### src/rtl/program_mem.sv
// program_mem: loadable program memory for the CPU fetch path.
//
// A byte-stream loader fills the array through a valid/ready handshake.
// The CPU then reads it through a request port with a registered result
// one cycle later. A three-state FSM (IDLE -> LOAD -> RUN) blocks fetches
// until a load has completed. It also keeps load and fetch mutually
// exclusive, so a read and a write never hit the array in the same cycle.
//
// Ports
//   clk, rst_n    clock (rising edge) and asynchronous active-low reset
//   load_start    pulse that starts a new load at word 0 (ignored while loading)
//   load_valid    load_data/load_last are valid this cycle
//   load_data     word to write
//   load_last     marks the final word of the load
//   load_ready    the loader may transfer this cycle (high only in LOAD)
//   load_done     one-cycle pulse after the transfer that completed the load
//   load_ovf      sticky: the load filled DEPTH words without load_last
//   load_count    number of words written by the current or most recent load
//   fetch_req     fetch request
//   fetch_addr    fetch address
//   fetch_ready   a fetch_req is accepted this cycle (high only in RUN)
//   fetch_valid   fetch_data/fetch_err hold the result of last cycle's accept
//   fetch_data    fetched word (0 for an out-of-range address); held otherwise
//   fetch_err     the accepted address was >= DEPTH
module program_mem #(
  parameter int ADDR_W = 16,
  parameter int DATA_W = 8,
  parameter int DEPTH  = 256,
  parameter int CNT_W  = $clog2(DEPTH) + 1
) (
  input  logic              clk,
  input  logic              rst_n,
  input  logic              load_start,
  input  logic              load_valid,
  input  logic [DATA_W-1:0] load_data,
  input  logic              load_last,
  output logic              load_ready,
  output logic              load_done,
  output logic              load_ovf,
  output logic [CNT_W-1:0]  load_count,
  input  logic              fetch_req,
  input  logic [ADDR_W-1:0] fetch_addr,
  output logic              fetch_ready,
  output logic              fetch_valid,
  output logic [DATA_W-1:0] fetch_data,
  output logic              fetch_err
);

  localparam int IDX_W = $clog2(DEPTH);

  typedef enum logic [1:0] {
    IDLE = 2'd0,
    LOAD = 2'd1,
    RUN  = 2'd2
  } state_t;

  state_t            state_q;
  state_t            state_d;
  logic [IDX_W-1:0]  wr_ptr;
  logic [DATA_W-1:0] mem [DEPTH];

  logic              xfer;
  logic              ptr_at_end;
  logic              load_end;
  logic              start_load;
  logic              fetch_acc_p0;
  logic              in_range_p0;
  logic [IDX_W-1:0]  rd_idx_p0;

  logic              fetch_vld_p1;
  logic [DATA_W-1:0] fetch_data_p1;
  logic              fetch_err_p1;

  // The handshake terms are decoded from the registered state, not from
  // load_ready or fetch_ready. This keeps them out of the FSM's combinational
  // loop.
  assign xfer         = load_valid && (state_q == LOAD);
  assign ptr_at_end   = (wr_ptr == IDX_W'(DEPTH - 1));
  assign load_end     = xfer && (load_last || ptr_at_end);
  assign start_load   = load_start && (state_q != LOAD);
  assign fetch_acc_p0 = fetch_req && (state_q == RUN);

  // An address is in range when no bit above the index field is set.
  // When DEPTH == 2**ADDR_W the shift clears every bit, so every address
  // counts as in range.
  assign in_range_p0  = ((fetch_addr >> IDX_W) == '0);
  assign rd_idx_p0    = fetch_addr[IDX_W-1:0];

  always_comb begin
    state_d     = state_q;
    load_ready  = 1'b0;
    fetch_ready = 1'b0;
    case (state_q)
      IDLE: begin
        if (load_start) state_d = LOAD;
      end
      LOAD: begin
        load_ready = 1'b1;
        if (load_end) state_d = RUN;
      end
      RUN: begin
        fetch_ready = 1'b1;
        if (load_start) state_d = LOAD;
      end
      default: state_d = IDLE;
    endcase
  end

  always_ff @(posedge clk or negedge rst_n) begin
    if (!rst_n) begin
      state_q    <= IDLE;
      wr_ptr     <= '0;
      load_count <= '0;
      load_ovf   <= 1'b0;
      load_done  <= 1'b0;
    end else begin
      state_q   <= state_d;
      load_done <= load_end;
      if (start_load) begin
        wr_ptr     <= '0;
        load_count <= '0;
        load_ovf   <= 1'b0;
      end else if (xfer) begin
        wr_ptr <= wr_ptr + 1'b1;
        if (load_count != CNT_W'(DEPTH)) load_count <= load_count + 1'b1;
        // Filling the last word without load_last means the stream was
        // longer than the array.
        if (!load_last && ptr_at_end) load_ovf <= 1'b1;
      end
    end
  end

  // The array has no reset. Its contents after reset are whatever the
  // last (possibly partial) load left behind.
  always_ff @(posedge clk) begin
    if (xfer) mem[wr_ptr] <= load_data;
  end

  // ---- stage p0 -> p1: registered fetch result ----
  always_ff @(posedge clk or negedge rst_n) begin
    if (!rst_n) begin
      fetch_vld_p1  <= 1'b0;
      fetch_data_p1 <= '0;
      fetch_err_p1  <= 1'b0;
    end else begin
      fetch_vld_p1 <= fetch_acc_p0;
      if (fetch_acc_p0) begin
        fetch_data_p1 <= in_range_p0 ? mem[rd_idx_p0] : '0;
        fetch_err_p1  <= !in_range_p0;
      end
    end
  end

  assign fetch_valid = fetch_vld_p1;
  assign fetch_data  = fetch_data_p1;
  assign fetch_err   = fetch_err_p1;

endmodule

### config.mk
export PLATFORM = sky130hd
export DESIGN_NAME = program_mem
export DESIGN_NICKNAME = d
export VERILOG_FILES = /design/src/rtl/program_mem.sv
export SDC_FILE = /design/constraint.sdc
export NUM_CORES = 2
export LEC_CHECK = 0
export CORE_MARGIN = 10
export CORE_UTILIZATION = 54
export CTS_CLUSTER_SIZE = 16
export DETAILED_ROUTE_END_ITERATION = 12
export PLACE_DENSITY = 0.73
export SLEW_MARGIN = 15
export SYNTH_ARGS = -nofsm -noshare
export SYNTH_HDL_FRONTEND = slang
export SYNTH_SLANG_ARGS = --single-unit
### constraint.sdc
create_clock -name clk -period 5.85 [get_ports clk]
set_clock_uncertainty 0.2 [all_clocks]
set_input_delay 0.8775 -clock clk [delete_from_list [all_inputs] [get_ports clk]]
set_output_delay 0.8775 -clock clk [all_outputs]
set_load 0.02 [all_outputs]
# Yosys cells after proc, flatten, opt, wreduce, memory -nomap -nowiden
# Memories as Yosys holds them, arrays and structs flattened.
# Cells that the tools add are included.
# Widths: inputs -> output; s select.
word_totals:
  mem_bits_rw: 2048
  in_bits: 30
  elab_cells: 51
  memories: 1
  reg_bits: 31
  out_inout_bits: 23
op_classes:
  addsub: 2
  n_mux: 16
  eq_ne: 7
  reduce_logical: 17
memory_table:
  columns: ["name", "depth", "word_bits", "read_ports", "rd_ports_with_merged_regs", "write_ports", "line", "text"]
  rows:
  - ["mem", 256, 8, 1, 0, 1, "60", "logic [DATA_W-1:0] mem [DEPTH];"]
ops:
  columns: ["op", "n"]
  rows:
  - ["$mux 9", 3]
  - ["$mux 8", 3]
  - ["$logic_not 16->1", 1]
  - ["$add 9x1->9 const B", 1]
  - ["$ne 9x9->1 const B", 1]
  - ["$add 8x1->8 const B", 1]
  - ["$eq 8x8->1 const B", 1]
  - ["$mux 1", 7]
  - ["$reduce_and 2->1", 3]
  - ["$reduce_bool 2->1", 3]
  - ["$logic_and 1x1->1", 5]
  - ["$mux 2", 2]
  - ["$ne 2x1->1 const B", 2]
  - ["$pmux 2 s2", 1]
  - ["$eq 2x1->1 const B", 1]
  - ["$eq 2x2->1 const B", 1]
  - ["$logic_not 1->1", 2]
  - ["$logic_not 2->1", 1]
  - ["$ne 2x2->1 const B", 1]
  - ["$reduce_or 2->1", 1]
  - ["$logic_or 1x1->1", 1]

# Depth between registers and ports, before layout
logic_depth:
  depth_word: 5
  ltp_mapped: 12
  depth_no_buf: 8

# Worst setup path before layout
# No wires, ideal clock.
synth_timing:
  kind: "input to register"
  startpoint: "input fetch_addr[0]"
  endpoint: "register fetch_data_p1[3], in the netlist fetch_data[3]"
  t_arrival_ns: 2.765
  setup_slack_ns: 2.764
  path_buffers: 3
  t_required_ns: 5.529
  setup_ns: 0.121
  path_stages: 8
  path_cell_list: "buf_6 > buf_12 > buf_4 > mux4_2 > mux4_2 > a21oi_1 > a211oi_1 > a22o_1"
synth_between:
  elab_chain_cells: 2
synth_lines:
  columns: ["element", "line", "text"]
  rows:
  - ["start: declaration", "42", "input logic [ADDR_W-1:0] fetch_addr,"]
  - ["$mem_v2 256x8", null, null]
  - ["$mux 8", "148", "fetch_data_p1 <= in_range_p0 ? mem[rd_idx_p0] : '0;"]
  - ["end signal: assignment", "148", null]
  - ["end: declaration", "71", "logic [DATA_W-1:0] fetch_data_p1;"]
# Every way passes these cells.
# A chain may end at the register's enable or synchronous reset.

# Worst setup path in the final report
layout_timing:
  startpoint: "input fetch_addr[6]"
  endpoint: "register fetch_data_p1[3], in the netlist fetch_data[3]"
# Same word-level chain as after synthesis.

==> summary.md <==
The number of hold violations in the final report came out at 0. Once the floorplan was initialized, standard cells occupied 54.5% of the core. The row count is 142. The root buffer selected by CTS was sky130_fd_sc_hd__clkbuf_16.

Input and output buffers added on the ports amount to 52. In this run the critical register-to-register path is captured at mem[232][3]. Timing analysis after detailed placement gives a worst setup slack of 0.827 ns. The tool flagged a number of max-cap violations equal to 0. The post-layout instance count excluding filler cells is 6429.

The net count of the finished layout is 4279. The register bit count reported by yosys was 2079; the top achievable clock speed was 243 MHz. The number of nets produced by synthesis is 4175. After layout, the worst path uses 70.4% of the clock period. Once detailed placement completed, the half-perimeter wirelength came to 121000 um.

The most critical setup path has its startpoint at fetch_addr[6]. For hold timing, the worst endpoint is state_q[0]. The predominant post-synthesis flop cell was sky130_fd_sc_hd__edfxtp_1. The maximum cell stage delay along the critical path works out to 0.87 ns. Across all hold checks on the routed design, the worst slack comes to 0.296 ns. The worst register-to-register path begins at wr_ptr[5].

Setup repair after global routing left no endpoint under its margin. Once the clock tree was built, the setup fixing pass inserted 0 buffers. The tightest min-delay check is of the flop to flop type.

Measured along the y axis, the die boundary spans 409 um. The required time reported for the critical path endpoint came out at 6.36 ns. The arrival time reported for the critical path endpoint came out at 4.63 ns. Counting the fill cells in the layout gives 10500.

The core region is 150000 um2. In this run, the number of DRC markers left after iteration 0 of detailed routing was 5403. sky130_fd_sc_hd__edfxtp_1 is the most common cell in the netlist. The average cell area after synthesis came out at 19.8 um2. The number of flops mapped to enable cells by yosys works out to 2048. At the later pin of the worst-skew pair, clock insertion delay measures 0.83 ns.

Dividing the detail-routed wire length by the instance count gives 31.6 um. Synthesis handed over a netlist of 4139 instances. The die covers 168000 um2.

Once placement completed, the tool counted placed cells totaling 6059. The power per cell area came out at 339 nW/um2. For the TritonCTS sink count, the log shows 2079.

Critical hold path startpoint: state_q[0]. The pin slew with the least headroom to its limit was 1.16 ns. Counting stages on the worst path, the most repeated cell is sky130_fd_sc_hd__a211oi_1.

Cells with a size suffix above 1 make up 17.2% of the layout. Of the synthesized area, sequential elements account for 76.0%. The worst supply voltage drop on vdd was 0.355 mV; the final wirelength was 203000 um.

Summed over all failing endpoints, the final setup total negative slack is 0 ns. The final weighted congestion in routability-driven placement is 0.873. TritonCTS built the clock tree.

The number of setup violations in the final report was 0; the largest net degree at the start of global routing was 144. The logs give 21.4% for the worst slew margin relative to its limit and 2.35 ns for the flop-to-flop setup slack. For the maximum root-to-sink buffer count, the log shows 3. The number of unique standard cell types used by synthesis was 67.

The post-layout minimum cycle time was 4.12 ns; the final number of max-transition violations was 0. The clock transition at the registers of the reported paths was 0.06 ns. The chip width is 409 um. The worst path meets setup with 1.73 ns of slack.

In the global route stage, overall resource usage came out at 23.9%. The detailed router placed 42200 vias in this run. Yosys attributes the largest share of cell area to sky130_fd_sc_hd__edfxtp_1 75%, sky130_fd_sc_hd__mux4_2 8.9%, sky130_fd_sc_hd__mux2i_1 4.2%. The total of warnings raised by yosys is 0, and the number of routed nets with antenna violations is 0. Along the worst path, the maximum fanout reaches 12. The first global-routing pass estimated 295000 um of wire.

Depth of the worst hold-timing path: 1. STA classifies the critical path endpoint as a flop. The tools report the final core utilization as 60.2%. 53 I/O pins were placed. The tools report the remaining design rule violation count as 0. After synthesis, the most frequently instantiated cells are 2048 x sky130_fd_sc_hd__edfxtp_1, 344 x sky130_fd_sc_hd__mux2i_1, 326 x sky130_fd_sc_hd__nor2_1, 325 x sky130_fd_sc_hd__mux4_2, 104 x sky130_fd_sc_hd__clkbuf_1. The netlist area before placement is 81900 um2, and the initial antenna violation count is 4. STA classifies the critical path startpoint as an input port.

The proportion of register bits with asynchronous set or reset after synthesis came out at 1.49%. Counting the buffers created by CTS gives 197. For this design the static power due to leakage is 28.6 nW. The maximum level of the CTS H-tree was 4. Summed over its instances, the top area cell type makes up 75.1% of the synthesized netlist area.

The critical path is of the input port to flop type. The run finished with clean final reports. The area added between synthesis and finish was 10.5%; the via density per instance was 6.56. Top cell type by total area after synthesis: sky130_fd_sc_hd__edfxtp_1. The critical path goes through clkdlybuf4s50_1 -> nor2_1 -> nand2_1 -> a211oi_1 -> nor3_1 -> nor4_1 -> a211oi_1 -> a22o_1.

The via count of the first global-routing pass came out at 41900. Among all stages on the critical path, the largest delay is contributed by sky130_fd_sc_hd__nor2_1. For the worst flop-to-flop path, the logic depth is 3. The first TritonRoute pass finished after 7 iterations. Summed over all layers, the global routing overflow is 0.
[worst max-delay path, delay by kind of cell]
kind	cells	cell delay (ns)
simple gates	4	2.16
compound gates	3	0.90
buf+inv	1	0.69
[what timing repair did]
action	in CTS	in global routing
gates resized for setup	0	0
hold endpoints to repair	31	0
hold buffers	1	0
[sequential cells by signal, indices dropped and copies added, names as in the netlist, 2 cells and up]
| name | count |
|---|---|
| state_q | 2 |
| mem | 2048 |
| fetch_data | 8 |
| load_count | 9 |
| wr_ptr | 8 |
[metal layers]
metal	vias to the layer above	GRT usage, %	routed length [um]
li1	17300	-	-
met1	21900	32.4	75700
met2	2499	37.0	95600
met3	471	6.25	22500
met4	4	9.96	9080
met5	-	0	17
[cells by family after synthesis]
kind of cell,count (synthesis),synth area share [%]
AO/OA/AOI/OAI,519,4.50
XOR/XNOR,12,0.128
adder cells (fa/ha/maj),6,0.0917
buffers and inverters,262,2.27
flip-flops,2079,76.0
multiplexers,707,14.1
AND/OR/NAND/NOR,554,2.91
[where the power goes]
part	internal (mW)	switching [mW]	total (mW)
Clock	6.95	5.50	12.4
Combinational	0.567	1.24	1.81
Sequential	16.4	0.0480	16.5
[stage by stage]
stage	total power, mW	instance area, um2
detailed placement	18.6	84200
finish	30.7	90500
global placement	18.5	84200
global route	31.5	90500
floorplan	17.7	81900
CTS	30.8	90500
[cells in the final DEF, fill, tap and decap left out, types with 32 or more instances in the layout]
cell type	instances
sky130_fd_sc_hd__o21ai_0	53
sky130_fd_sc_hd__buf_4	85
sky130_fd_sc_hd__a22oi_1	32
sky130_fd_sc_hd__nand2_1	73
sky130_fd_sc_hd__clkdlybuf4s50_1	37
sky130_fd_sc_hd__mux4_2	325
sky130_fd_sc_hd__clkbuf_16	199
sky130_fd_sc_hd__nor3_1	33
sky130_fd_sc_hd__mux2i_1	344
sky130_fd_sc_hd__clkinv_1	51
sky130_fd_sc_hd__a21oi_1	99
sky130_fd_sc_hd__edfxtp_1	2048
sky130_fd_sc_hd__o221ai_1	103
sky130_fd_sc_hd__clkbuf_1	51
sky130_fd_sc_hd__o22ai_1	96
sky130_fd_sc_hd__nor2_1	326
[worst max path at each step]
stage,slack [ns],end,cells after the start
final,1.73,fetch_data[3],8
after global routing,1.69,fetch_data[3],8
after CTS,1.74,fetch_data[3],8
after detailed placement,0.83,fetch_data[3],8
after global placement,0.82,fetch_data[3],8
after floorplan,2.76,fetch_data[3],8
[area by class of cell]
type / instances / area, um2 / area share (%)
diodes: 1 / 2.50 / 0.00277
clock buffers: 250 / 5170 / 5.71
clock inverters: 118 / 1100 / 1.21
inverters: 13 / 48.8 / 0.0539
multi-input cells: 1798 / 17800 / 19.7
flip-flops and latches: 2079 / 62300 / 68.8
well taps: 2016 / 2520 / 2.79
repair buffers: 154 / 1550 / 1.71
Note: power is estimated with default switching activity, not from simulation.
